===== config.mk =====
export PLATFORM = sky130hd
export DESIGN_NAME = serial_add_ctrl
export DESIGN_NICKNAME = d
export VERILOG_FILES = /design/src/rtl/serial_add_ctrl.sv
export SDC_FILE = /design/constraint.sdc
export NUM_CORES = 1
export LEC_CHECK = 0
export BUFFER_PORTS_ARGS = -buffer_cell sky130_fd_sc_hd__buf_2
export CORE_UTILIZATION = 58
export CTS_BUF_LIST = sky130_fd_sc_hd__clkbuf_4
export CTS_CLUSTER_SIZE = 8
export DETAILED_ROUTE_END_ITERATION = 12
export PLACE_DENSITY_LB_ADDON = 0.12
export SLEW_MARGIN = 25
export SYNTH_ARGS = -nofsm -noshare
export SYNTH_HDL_FRONTEND = slang
export SYNTH_SLANG_ARGS = --single-unit

===== constraint.sdc =====
create_clock -name clk -period 2.5 [get_ports clk]
set_clock_uncertainty 0.1 [all_clocks]
set_input_delay 0.375 -clock clk [delete_from_list [all_inputs] [get_ports clk]]
set_output_delay 0.375 -clock clk [all_outputs]
set_load 0.01 [all_outputs]

===== src/rtl/serial_add_ctrl.sv =====
// serial_add_ctrl: bit-serial adder controller.
//
// A single 1-bit full adder is reused once per clock, LSB first, to add two
// WIDTH-bit operands plus a carry-in. The result is presented with a
// valid/ready handshake and held stable until the consumer acknowledges it.
// A new operation may be accepted in the same cycle the previous result is
// acknowledged, so back-to-back operations need no idle cycle.
//
// Optional feature (macro SERIAL_ADD_SUB_EN): adds input op_sub. When op_sub=1
// at acceptance, the block computes A + ~B + 1 (cin ignored). In that case
// cout=1 means "no borrow".
//
// Ports:
//   clk        in   clock, rising-edge active
//   rst_n      in   asynchronous active-low reset
//   start      in   request a new operation (sampled only when acceptable)
//   a, b       in   operands, captured on acceptance
//   cin        in   carry-in, captured on acceptance
//   op_sub     in   subtract select (only with SERIAL_ADD_SUB_EN)
//   busy       out  high while bits are being processed
//   sum        out  result, valid while res_valid is high
//   cout       out  final carry-out, valid while res_valid is high
//   res_valid  out  result available
//   res_ready  in   consumer acknowledge of the result
module serial_add_ctrl #(
    parameter int unsigned WIDTH = 32
) (
    input  logic             clk,
    input  logic             rst_n,
    input  logic             start,
    input  logic [WIDTH-1:0] a,
    input  logic [WIDTH-1:0] b,
    input  logic             cin,
`ifdef SERIAL_ADD_SUB_EN
    input  logic             op_sub,
`endif
    output logic             busy,
    output logic [WIDTH-1:0] sum,
    output logic             cout,
    output logic             res_valid,
    input  logic             res_ready
);

    localparam int unsigned CntW = $clog2(WIDTH);

    typedef enum logic [1:0] {StIdle, StRun, StDone} state_e;

    state_e           state_q, state_d;
    logic [CntW-1:0]  cnt_q, cnt_d;
    logic [WIDTH-1:0] a_q, a_d;
    logic [WIDTH-1:0] b_q, b_d;
    logic [WIDTH-1:0] sum_q, sum_d;
    logic             carry_q, carry_d;
    logic             cout_q, cout_d;
    logic             busy_q, busy_d;
    logic             valid_q, valid_d;

    logic             accept;
    logic             last_bit;
    logic [WIDTH-1:0] op_b;
    logic             op_c;
    logic             fa_sum;
    logic             fa_carry;

    // A new operation is taken from IDLE, or from DONE in the acknowledge cycle.
    assign accept   = start && ((state_q == StIdle) || ((state_q == StDone) && res_ready));
    assign last_bit = (cnt_q == CntW'(WIDTH - 1));

`ifdef SERIAL_ADD_SUB_EN
    // Subtraction is folded in at capture time: invert B and force carry-in to 1.
    assign op_b = op_sub ? ~b : b;
    assign op_c = op_sub ? 1'b1 : cin;
`else
    assign op_b = b;
    assign op_c = cin;
`endif

    // The one shared full adder; operand registers shift right so bit 0 is current.
    assign fa_sum   = a_q[0] ^ b_q[0] ^ carry_q;
    assign fa_carry = (a_q[0] & b_q[0]) | (a_q[0] & carry_q) | (b_q[0] & carry_q);

    // State register and datapath registers.
    always_ff @(posedge clk or negedge rst_n) begin
        if (!rst_n) begin
            state_q <= StIdle;
            cnt_q   <= '0;
            a_q     <= '0;
            b_q     <= '0;
            sum_q   <= '0;
            carry_q <= 1'b0;
            cout_q  <= 1'b0;
            busy_q  <= 1'b0;
            valid_q <= 1'b0;
        end else begin
            state_q <= state_d;
            cnt_q   <= cnt_d;
            a_q     <= a_d;
            b_q     <= b_d;
            sum_q   <= sum_d;
            carry_q <= carry_d;
            cout_q  <= cout_d;
            busy_q  <= busy_d;
            valid_q <= valid_d;
        end
    end

    // Next-state logic.
    always_comb begin
        state_d = state_q;
        case (state_q)
            StIdle:  if (accept) state_d = StRun;
            StRun:   if (last_bit) state_d = StDone;
            StDone:  if (res_ready) state_d = start ? StRun : StIdle;
            default: state_d = StIdle;
        endcase
    end

    // Datapath next values; status flags are decoded from the next state so
    // busy and res_valid come straight from flops.
    always_comb begin
        cnt_d   = cnt_q;
        a_d     = a_q;
        b_d     = b_q;
        sum_d   = sum_q;
        carry_d = carry_q;
        cout_d  = cout_q;
        if (accept) begin
            a_d     = a;
            b_d     = op_b;
            carry_d = op_c;
            cnt_d   = '0;
            sum_d   = '0;
            cout_d  = 1'b0;
        end else if (state_q == StRun) begin
            sum_d[cnt_q] = fa_sum;
            carry_d      = fa_carry;
            a_d          = a_q >> 1;
            b_d          = b_q >> 1;
            if (last_bit) begin
                cout_d = fa_carry;
            end else begin
                // Counter stops at WIDTH-1 so it never wraps within an operation.
                cnt_d = cnt_q + CntW'(1);
            end
        end
        busy_d  = (state_d == StRun);
        valid_d = (state_d == StDone);
    end

    // Outputs.
    always_comb begin
        busy      = busy_q;
        res_valid = valid_q;
        sum       = sum_q;
        cout      = cout_q;
    end

endmodule


==> flow_metrics.py <==
metrics = {
    "status": {
        "outcome": "completed",
    },
    "setup_path": {
        "crit_chain": "ha_1, and3_1, ha_1, nor3b_2, nand4_1, mux2i_1",
        "cp_top_family": "simple AND/OR/NAND/NOR gates",
        "slowest_stage": "dfrtp_1",
        "r2r_start": "cnt_q[0]$_DFFE_PN0P_",
        "crit_buf_inv": 0,
        "worstPathRequired_ps": 2720,
        "startpoint_type": "flip-flop",
        "r2r_setup_slack_ps": 470,
        "rr_endpoint": "cnt_q[3]$_DFFE_PN0P_",
        "arrival_ps": 2250,
        "crit_fanout": 11,
        "crit_type": "flip-flop to flip-flop",
        "cpPeakStageDelay_ps": 470,
        "rr_worst_depth": 6,
        "cp_common_cell": "ha_1",
        "endpoint_kind": "flip-flop",
    },
    "synth": {
        "synth.top_cell.area_share_pct": 48.19,
        "syn_area_per_cell_sq_um": 12.83,
        "yosysMostFrequentCell": "dfrtp_1",
        "synthAdderAreaFrac_pct": 1.486,
        "yosysTopAreaCell": "dfrtp_1",
        "synth_seq_area_share_pct": 48.19,
        "synthMuxAreaShare_pct": 29.32,
        "synth_top_family_by_area": "multiplexers",
        "synthSimpleGateAreaFrac_pct": 7.363,
        "synth.area.top_cells": "dfrtp_1, mux2_4, mux2_2",
        "synth-xor-area-share_pct": 0.1576,
        "synthFlopType": "dfrtp_1",
        "ys_ff_latch": 107,
        "async_flop_share_pct": 100.0,
        "synth.cell_area_sq_mm": 0.005557,
        "synth_common_cells": "dfrtp_1, mux2_4, mux2_2",
        "synth_compound_area_share_pct": 8.331,
        "synth_edf_count": 0,
        "syn_inst": 433,
        "synthDistinctLibCells": 36,
        "synth.net_count": 508,
        "synth_warnings": 0,
    },
    "finish": {
        "stdcell_area_sq_mm": 0.006417,
        "multi_input_area_sq_mm": 0.002600,
        "regArea_sq_mm": 0.002678,
        "nets": 615,
        "antenna_cells": 0,
        "n_fill_cell": 711,
        "fin_util_pct": 69.45,
        "drive_gt1_share_pct": 45.87,
        "area_delta_synth_final_pct": 15.49,
    },
    "placement": {
        "placed_area_sq_mm": 0.006135,
        "portBuffers": 103,
        "routabilityCongestion": 0.7824,
        "dpl.hpwl_um": 7692,
        "pre_cts_slack_ps": 507.2,
    },
    "cts": {
        "numCtsBuffers": 9,
        "clk_pin_slew_worst_paths_ps": 170,
        "clkLatencyLatePin_ps": 450,
        "clockBufferDepth": 2,
        "cts_sinks": 107,
        "cts_tree": "built",
        "root_buffer": "clkbuf_4",
        "htreeDepth": 3,
    },
    "timing": {
        "drv_slew": 0,
        "min_period_over_period_pct": 81.08,
        "min_period_ps": 2027,
        "grt_setup_unrepaired": "no",
        "slew_headroom_pct": 60.14,
        "hold_viol_final": 0,
        "worst_slack_ps": 473.0,
        "setup_viol": 0,
        "fin_hold_ws_ps": 32.42,
        "final.setup.tns_ps": 0,
        "fmax_ghz": 0.4933,
        "tightestPinTransition_ps": 596.7,
    },
    "routing": {
        "via_count": 3725,
        "route.antenna.remaining_nets": 0,
        "wl_met3_um": 461,
        "routed.top_layer": "met4",
        "wl_met1_um": 5219,
        "viasPerCell": 5.527,
        "first_iter_violations": 138,
        "routedWlPerCell_um": 16.40,
        "routed_wl_um": 11050,
        "drt-pass1-iter-count": 4,
        "met2_length_um": 5248,
        "drc": 0,
    },
    "grt": {
        "grt.overflow.total": 0,
        "grt_usage_pct": 23.80,
        "grt_max_degree": 53,
        "grt_first_pass_wirelength_um": 18380,
        "grt_pass1_vias": 3698,
        "antenna_found_initial": 0,
    },
    "min_path": {
        "hold_path_end": "b_q[7]$_DFFE_PN0P_",
        "whs_path_depth": 2,
        "hp-start": "b[7]",
        "hold_class": "primary input to flip-flop",
    },
    "floorplanning": {
        "top_level_ports": 104,
        "rows": 35,
        "fp.dieH_um": 99.88,
        "die_area_sq_mm": 0.009976,
        "die_width_um": 99.88,
        "core_sq_mm": 0.009240,
        "start_util_pct": 60.14,
    },
    "power_and_ir_drop": {
        "ir_drop_mv": 0.5205,
        "p_leak_nw": 3.300,
        "power.density_mw_per_mm2": 1092,
    },
    "job": {
        "drv_cap": 0,
    },
}
==> cell type report <==
type                    instances  area share [%]
flip-flops and latches        107           41.72
multi-input cells             285           40.51
repair buffers                131           12.67
well taps                     129           2.515
clock inverters                 7           1.170
clock buffers                   9           1.053
inverters                       6          0.3509
==> through the flow <==
stage               total power, mW  instances
finish                        7.010        674
global route                  7.532        674
CTS                           7.046        661
detailed placement            6.153        644
global placement              6.011        644
floorplan                     5.313        433
==> worst reg2reg max path, cell delays in order, from the launching register on <==
cell	delay (ps)
dfrtp_1	470
ha_1	250
and3_1	190
ha_1	300
nor3b_2	320
nand4_1	160
mux2i_1	140
==> power by group <==
part | leakage (nW) | switching [mW] | internal (mW) | total [mW]
Combinational | 1.86 | 1.44 | 1.78 | 3.22
Sequential | 1.37 | 0.441 | 2.45 | 2.89
Clock | 0.0706 | 0.588 | 0.311 | 0.899
==> cells in the final DEF, fill, tap and decap left out, types with 2 or more instances in the layout <==
| master | count |
|---|---|
| and3b_1 | 7 |
| nand2_1 | 10 |
| buf_4 | 11 |
| ha_1 | 5 |
| a21oi_1 | 28 |
| clkbuf_4 | 9 |
| mux2i_1 | 9 |
| buf_12 | 4 |
| and3_1 | 2 |
| nand3b_1 | 6 |
| or3b_2 | 2 |
| dlygate4sd3_1 | 14 |
| nand3_1 | 26 |
| a221o_1 | 4 |
| o21ai_0 | 42 |
| inv_6 | 2 |
| mux2_4 | 56 |
| mux2_1 | 7 |
| nor2_1 | 2 |
| nor3b_1 | 3 |
| mux2_2 | 55 |
| or3_1 | 2 |
| o211a_1 | 4 |
| a22o_1 | 2 |
| dfrtp_1 | 107 |
| inv_1 | 6 |
| o211ai_1 | 2 |
| clkinvlp_4 | 2 |
| buf_2 | 102 |
==> cell families (layout without fill, tap and decap cells) <==
logic type,Yosys count,in the layout
buffers and inverters,41,153
multiplexers,127,127
adder cells (fa/ha/maj),6,6
AND/OR/NAND/NOR,69,69
AO/OA/AOI/OAI,82,82
flip-flops,107,107
XOR/XNOR,1,1
==> worst max-delay path by stage <==
stage	from	to	slack (ps)	cells past startpoint
after detailed placement	cnt_q[0]$_DFFE_PN0P_	cnt_q[3]$_DFFE_PN0P_	510	6
final	cnt_q[0]$_DFFE_PN0P_	cnt_q[3]$_DFFE_PN0P_	470	6
after CTS	cnt_q[0]$_DFFE_PN0P_	cnt_q[3]$_DFFE_PN0P_	480	6
after floorplan	cnt_q[0]$_DFFE_PN0P_	cnt_q[2]$_DFFE_PN0P_	690	6
after global routing	cnt_q[0]$_DFFE_PN0P_	cnt_q[3]$_DFFE_PN0P_	340	6
after global placement	cnt_q[0]$_DFFE_PN0P_	cnt_q[3]$_DFFE_PN0P_	560	6
==> layer usage <==
| layer | global-route usage (%) | vias to the layer above |
|---|---|---|
| li1 | - | 1776 |
| met1 | 34.12 | 1839 |
| met2 | 36.39 | 98 |
| met3 | 5.362 | 12 |
| met4 | 7.014 | 0 |
| met5 | 0 | - |
==> sequential cells by signal (all words and copies together) (netlist names) <==
name and count:
a_q 32, b_q 32, sum 32, cnt_q 5, state_q 2, busy 1
carry_q 1, cout 1, res_valid 1
==> repair_timing <==
| item | CTS | global route |
|---|---|---|
| hold endpoints to repair | 35 | 13 |
| hold buffers | 1 | 13 |
| gates resized for setup | 0 | 0 |
| setup buffers | 0 | 0 |
Note: power is estimated with default switching activity, not from simulation.
